`config.mk`:
```
export PLATFORM = sky130hd
export DESIGN_NAME = mem_port_arbiter
export DESIGN_NICKNAME = d
export VERILOG_FILES = /design/src/rtl/mem_port_arbiter.sv
export SDC_FILE = /design/constraint.sdc
export NUM_CORES = 1
export LEC_CHECK = 0
export CAP_MARGIN = 10
export CORE_ASPECT_RATIO = 0.6
export CORE_MARGIN = 8
export CORE_UTILIZATION = 32
export CTS_CLUSTER_SIZE = 24
export DETAILED_ROUTE_END_ITERATION = 10
export GPL_TIMING_DRIVEN = 0
export PLACE_DENSITY = 0.78
export SLEW_MARGIN = 20
export SYNTH_ARGS = -nofsm -noshare
export SYNTH_HDL_FRONTEND = slang
export SYNTH_SLANG_ARGS = --single-unit
```
`constraint.sdc`:
```
create_clock -name sysclk -period 1.5 [get_ports sysclk]
set_clock_uncertainty 0.05 [all_clocks]
set_input_delay 0.3 -clock sysclk [delete_from_list [all_inputs] [get_ports sysclk]]
set_output_delay 0.3 -clock sysclk [all_outputs]
set_load 0.005 [all_outputs]
```
`src/rtl/mem_port_arbiter.sv`:
```
// Two-requester round-robin arbiter in front of a single-port synchronous memory.
// Each access takes a GRANT cycle (memory enabled) followed by a DONE cycle (completion pulse).
module mem_port_arbiter #(
   parameter int unsigned ADDR_WIDTH = 13,
   parameter int unsigned DATA_WIDTH = 32
) (
   input  logic                  sysclk,
   input  logic                  rst,
   input  logic                  req0,
   input  logic [ADDR_WIDTH-1:0] addr0,
   input  logic [DATA_WIDTH-1:0] wdata0,
   input  logic [3:0]            wstrb0,
   output logic                  gnt0,
   output logic                  rvalid0,
   output logic [DATA_WIDTH-1:0] rdata0,
   input  logic                  req1,
   input  logic [ADDR_WIDTH-1:0] addr1,
   input  logic [DATA_WIDTH-1:0] wdata1,
   input  logic [3:0]            wstrb1,
   output logic                  gnt1,
   output logic                  rvalid1,
   output logic [DATA_WIDTH-1:0] rdata1,
   output logic [ADDR_WIDTH-1:0] mem_addr,
   output logic [DATA_WIDTH-1:0] mem_din,
   output logic [3:0]            mem_we,
   output logic                  mem_en,
   input  logic [DATA_WIDTH-1:0] mem_dout,
   output logic                  busy
);

   typedef enum logic [1:0] {StIdle, StGrant, StDone} state_e;

   state_e                state_q, state_d;
   logic                  owner_q, owner_d;
   logic                  last_q, last_d;
   logic [ADDR_WIDTH-1:0] addr_q, addr_d;
   logic [DATA_WIDTH-1:0] data_q, data_d;
   logic [3:0]            strb_q, strb_d;
   logic                  winner;

   // On a tie the requester that did not own the last access wins.
   always_comb begin
      if (req0 && req1) begin
         winner = ~last_q;
      end else begin
         winner = req1;
      end
   end

   always_comb begin
      state_d = state_q;
      owner_d = owner_q;
      last_d  = last_q;
      addr_d  = addr_q;
      data_d  = data_q;
      strb_d  = strb_q;
      case (state_q)
         StIdle, StDone: begin
            if (req0 || req1) begin
               state_d = StGrant;
               owner_d = winner;
               last_d  = winner;
               addr_d  = winner ? addr1  : addr0;
               data_d  = winner ? wdata1 : wdata0;
               strb_d  = winner ? wstrb1 : wstrb0;
            end else begin
               state_d = StIdle;
            end
         end
         StGrant: state_d = StDone;
         default: state_d = StIdle;
      endcase
   end

   always_ff @(posedge sysclk or negedge rst) begin
      if (!rst) begin
         state_q <= StIdle;
         owner_q <= 1'b0;
         last_q  <= 1'b1;
         addr_q  <= '0;
         data_q  <= '0;
         strb_q  <= '0;
      end else begin
         state_q <= state_d;
         owner_q <= owner_d;
         last_q  <= last_d;
         addr_q  <= addr_d;
         data_q  <= data_d;
         strb_q  <= strb_d;
      end
   end

   // Outputs decode from state so an asynchronous reset clears them immediately.
   assign mem_en   = (state_q == StGrant);
   assign mem_we   = mem_en ? strb_q : 4'h0;
   assign mem_addr = addr_q;
   assign mem_din  = data_q;
   assign gnt0     = mem_en && !owner_q;
   assign gnt1     = mem_en && owner_q;
   assign rvalid0  = (state_q == StDone) && !owner_q;
   assign rvalid1  = (state_q == StDone) && owner_q;
   assign rdata0   = rvalid0 ? mem_dout : '0;
   assign rdata1   = rvalid1 ? mem_dout : '0;
   assign busy     = (state_q != StIdle);

endmodule

```
==> flow_summary.rst <==
.. list-table::
   :header-rows: 1

   * - Metric
     - Value
   * - Result of the run
     - finished, violations left
   * - Power density over the cells
     - ~890 nW/µm²
   * - Final critical-path share of the clock period
     - 125%
   * - Clock transition at path regs
     - about 0.070 ns
   * - Mean Syn Cell Area
     - between 7 and 8 µm²
   * - Number of port buffers
     - 252
   * - Final-layout setup total negative slack
     - -20.60 ns
   * - Grt total ovfl
     - 0
   * - Final routed wire length divided by cell count
     - 19.9 µm
   * - Buffering stage count on the worst path with inverters included
     - 5
   * - Number of antenna violations at the first check in global routing
     - 0
   * - Kind of end point of the critical path
     - output port
   * - I/O pin total
     - 253
   * - Kind of path behind the tightest hold check
     - primary input to asynchronous set/reset pin
   * - Worst hold-check slack
     - 0.000174 ns
   * - Placement row count
     - 26
   * - Leakage power
     - between 2 and 3 nW
   * - Post-synthesis cell count
     - between 300 and 400
   * - Worst-path fanout max
     - 5
   * - Count of inserted antenna diode cells
     - 0
   * - Detailed Place HPWL
     - roughly 11 mm
   * - Area share of the leading cell type in the synthesized netlist
     - 45.6%
   * - Fraction of layout instances using a drive strength above 1
     - 31.0%
   * - Dominant cells by area after synthesis
     - sky130_fd_sc_hd__dfrtp_1, sky130_fd_sc_hd__and2_1, sky130_fd_sc_hd__nand2_1
   * - Relative slew slack
     - 54.3%
   * - Post-synth cell types
     - 19
   * - Setup WS post-layout
     - -0.378 ns
   * - Count of yosys warnings during synthesis
     - 0
   * - Cell taking the most area after synthesis
     - sky130_fd_sc_hd__dfrtp_1
   * - Netlist area before placement
     - ~2900 µm²
   * - Syn_nets
     - ~490
   * - Setup violation total in the final timing report
     - 74
   * - Max incr delay on CP
     - 0.39 ns
   * - Family with the most delay on the worst path
     - buffers and inverters
   * - Max Buffers Root-to-Sink
     - 2
   * - Seq cells post-synth
     - 53
   * - Vias per Instance
     - between 4 and 5
   * - Vias in the first global route
     - about 3800
   * - DRC Markers
     - 0
   * - Num Clock Sinks
     - 53
   * - Area growth from synthesis to final layout
     - 117%
   * - Die span in y
     - 89.2 µm
   * - Data required time of the critical path
     - between 1 and 1.5 ns
   * - Critical setup path kind
     - flip-flop to output port
   * - Total global routing track utilization
     - 22.5%
   * - Slowest cell on crit path
     - sky130_fd_sc_hd__dfrtp_1
   * - Post-route antenna net violation count
     - 0
   * - Peak supply drop
     - approximately 800 µV
   * - Final Hold Fails
     - 0
   * - Worst path most repeated cell
     - sky130_fd_sc_hd__buf_6
   * - DRT Wirelength
     - 15.2 mm
   * - Violations in the final reports
     - negative setup slack
   * - Starting Density
     - approximately 33%
   * - Latest clock arrival within the worst-skew pair
     - 0.29 ns
   * - Number of vias in the routed layout
     - 3688
   * - Number of clock buffers inserted by TritonCTS
     - 5
   * - Final slew viol count
     - 0
   * - Sequential cell area fraction in the yosys report
     - 46.5%
   * - Initial detailed-routing violation count
     - 114
   * - Final RePlAce weighted congestion
     - between 0.8 and 0.9
   * - CP Launch Type
     - flip-flop
   * - CTS tree
     - yes
   * - Die Area
     - between 10000 and 15000 µm²
   * - Maximum number of pins on one net before global-route repair
     - 54
   * - Master cell of the clock root buffer
     - sky130_fd_sc_hd__clkbuf_16
   * - Critical Path, Cell by Cell
     - inv_2 -> and3_4 -> buf_12 -> buf_8 -> buf_6 -> and2_4 -> buf_6
   * - Arr. time, crit path
     - about 1.5 ns
   * - Minimum clock period
     - about 1.9 ns
   * - Number of nets in the finished design
     - ~790
   * - Number of violations of the max-capacitance limit
     - 0
   * - Detailed-routing iteration count for the pre-antenna-repair pass
     - 4
   * - Unrepaired setup endpoints after global routing
     - yes
   * - Core area
     - about 8600 µm²
   * - FMAX
     - between 0.5 and 0.6 GHz
   * - Width of the die
     - 138 µm
   * - First-pass GRT wire length
     - approximately 21 mm
   * - Pin slew with the least headroom to its limit
     - between 0.6 and 0.7 ns
   * - Deepest level of the CTS H-tree
     - 2
layout make-up:
cell class                 instances  area, µm²
buffer                            27        263
clock inverter                     3       21.3
clock buffer                       5        125
inverter                           2       7.51
multi-input combinational        277       1540
fill                             650       2390
timing repair buffer             285       2770
sequential                        53       1330
tap                              112        140
power by group:
group	internal (mW)	switching, mW
combinational	1.40	1.01
sequential	1.75	0.186
clock	0.623	0.546
total	3.78	1.74
metal layers:
metal  vias up  global-route usage [%]  routed length, µm
met5         -                       0                  0
met4         0                    5.82                336
met3        20                    9.65               1660
met2       175                    39.8               7430
met1      1741                    24.5               5800
li1       1752                       -                  -
state kept, by name (all words and copies together) (netlist names):
signal,flops
strb_q,4
mem_addr,13
owner_q,1
state_q,2
mem_din,32
last_q,1
synth_stat cells:
master,instances
sky130_fd_sc_hd__or2_2,1
sky130_fd_sc_hd__o21ba_2,1
sky130_fd_sc_hd__inv_1,2
sky130_fd_sc_hd__a31oi_1,50
sky130_fd_sc_hd__clkbuf_1,4
sky130_fd_sc_hd__dfrtp_1,52
sky130_fd_sc_hd__buf_2,21
sky130_fd_sc_hd__buf_6,2
sky130_fd_sc_hd__nand2_1,98
sky130_fd_sc_hd__and3_1,2
sky130_fd_sc_hd__a21oi_1,1
sky130_fd_sc_hd__o22ai_1,1
sky130_fd_sc_hd__nor3_1,2
sky130_fd_sc_hd__dfstp_2,1
sky130_fd_sc_hd__nor2_1,51
sky130_fd_sc_hd__and2_1,68
sky130_fd_sc_hd__a21bo_2,1
sky130_fd_sc_hd__a21boi_2,1
sky130_fd_sc_hd__buf_4,1
kinds of logic after synthesis:
| logic type | after synthesis | share of synthesized area [%] |
|---|---|---|
| AO/OA/AOI/OAI | 55 | 12.5 |
| buffers and inverters | 30 | 5.52 |
| flip-flops | 53 | 46.5 |
| AND/OR/NAND/NOR | 222 | 35.5 |
stage by stage:
step	power [mW]	setup WS [ns]	util (%)	cells	instance area, µm²
CTS	5.33	-0.420	67.6	756	5810
global placement	4.11	-1.56	64.2	724	5520
finish	5.52	-0.378	72.1	764	6190
floorplan	2.68	0.0451	-	360	2850
detailed placement	4.17	-0.748	64.2	724	5510
global route	5.86	-0.445	72.1	764	6190
path summary, 6_finish.rpt:
kind / startpoint / to / slack [ns] / cells after the start
worst max-delay path: state_q[0] / rdata0[27] / -0.38 / 7
worst min-delay path: rst / mem_din[26] / 0.0002 / 1
worst max register to register: state_q[0] / mem_din[8] / 0.06 / 5
worst min register to register: mem_din[17] / mem_din[17] / 0.50 / 2
max in group asynchronous: rst / state_q[1] / 0.91 / 1
min in group sysclk: req1 / last_q / 0.39 / 3
cells in the final DEF (no fill, tap or decap), types with 2 or more instances in the layout:
cell type / netlist / routed
sky130_fd_sc_hd__clkbuf_16: 0 / 7
sky130_fd_sc_hd__and2_1: 68 / 22
sky130_fd_sc_hd__inv_2: 0 / 2
sky130_fd_sc_hd__buf_8: 0 / 6
sky130_fd_sc_hd__dfrtp_1: 52 / 51
sky130_fd_sc_hd__clkbuf_4: 0 / 3
sky130_fd_sc_hd__buf_2: 21 / 27
sky130_fd_sc_hd__clkdlybuf4s50_1: 0 / 130
sky130_fd_sc_hd__and3_4: 0 / 2
sky130_fd_sc_hd__dlygate4sd2_1: 0 / 46
sky130_fd_sc_hd__and2_4: 0 / 46
sky130_fd_sc_hd__a31oi_1: 50 / 49
sky130_fd_sc_hd__buf_4: 1 / 20
sky130_fd_sc_hd__nor2_1: 51 / 50
sky130_fd_sc_hd__buf_6: 2 / 74
sky130_fd_sc_hd__nand2_1: 98 / 98
repair_timing:
| action | 4_1_cts | 5_1_grt |
|---|---|---|
| setup buffers | 21 | 8 |
| hold buffers | 0 | 0 |
| pin swaps | 46 | 12 |
| gates cloned | 3 | 3 |
| setup endpoints to repair | 147 | 123 |
| gates resized for setup | 437 | 82 |
No activity file was read; power rests on OpenSTA's default activity.
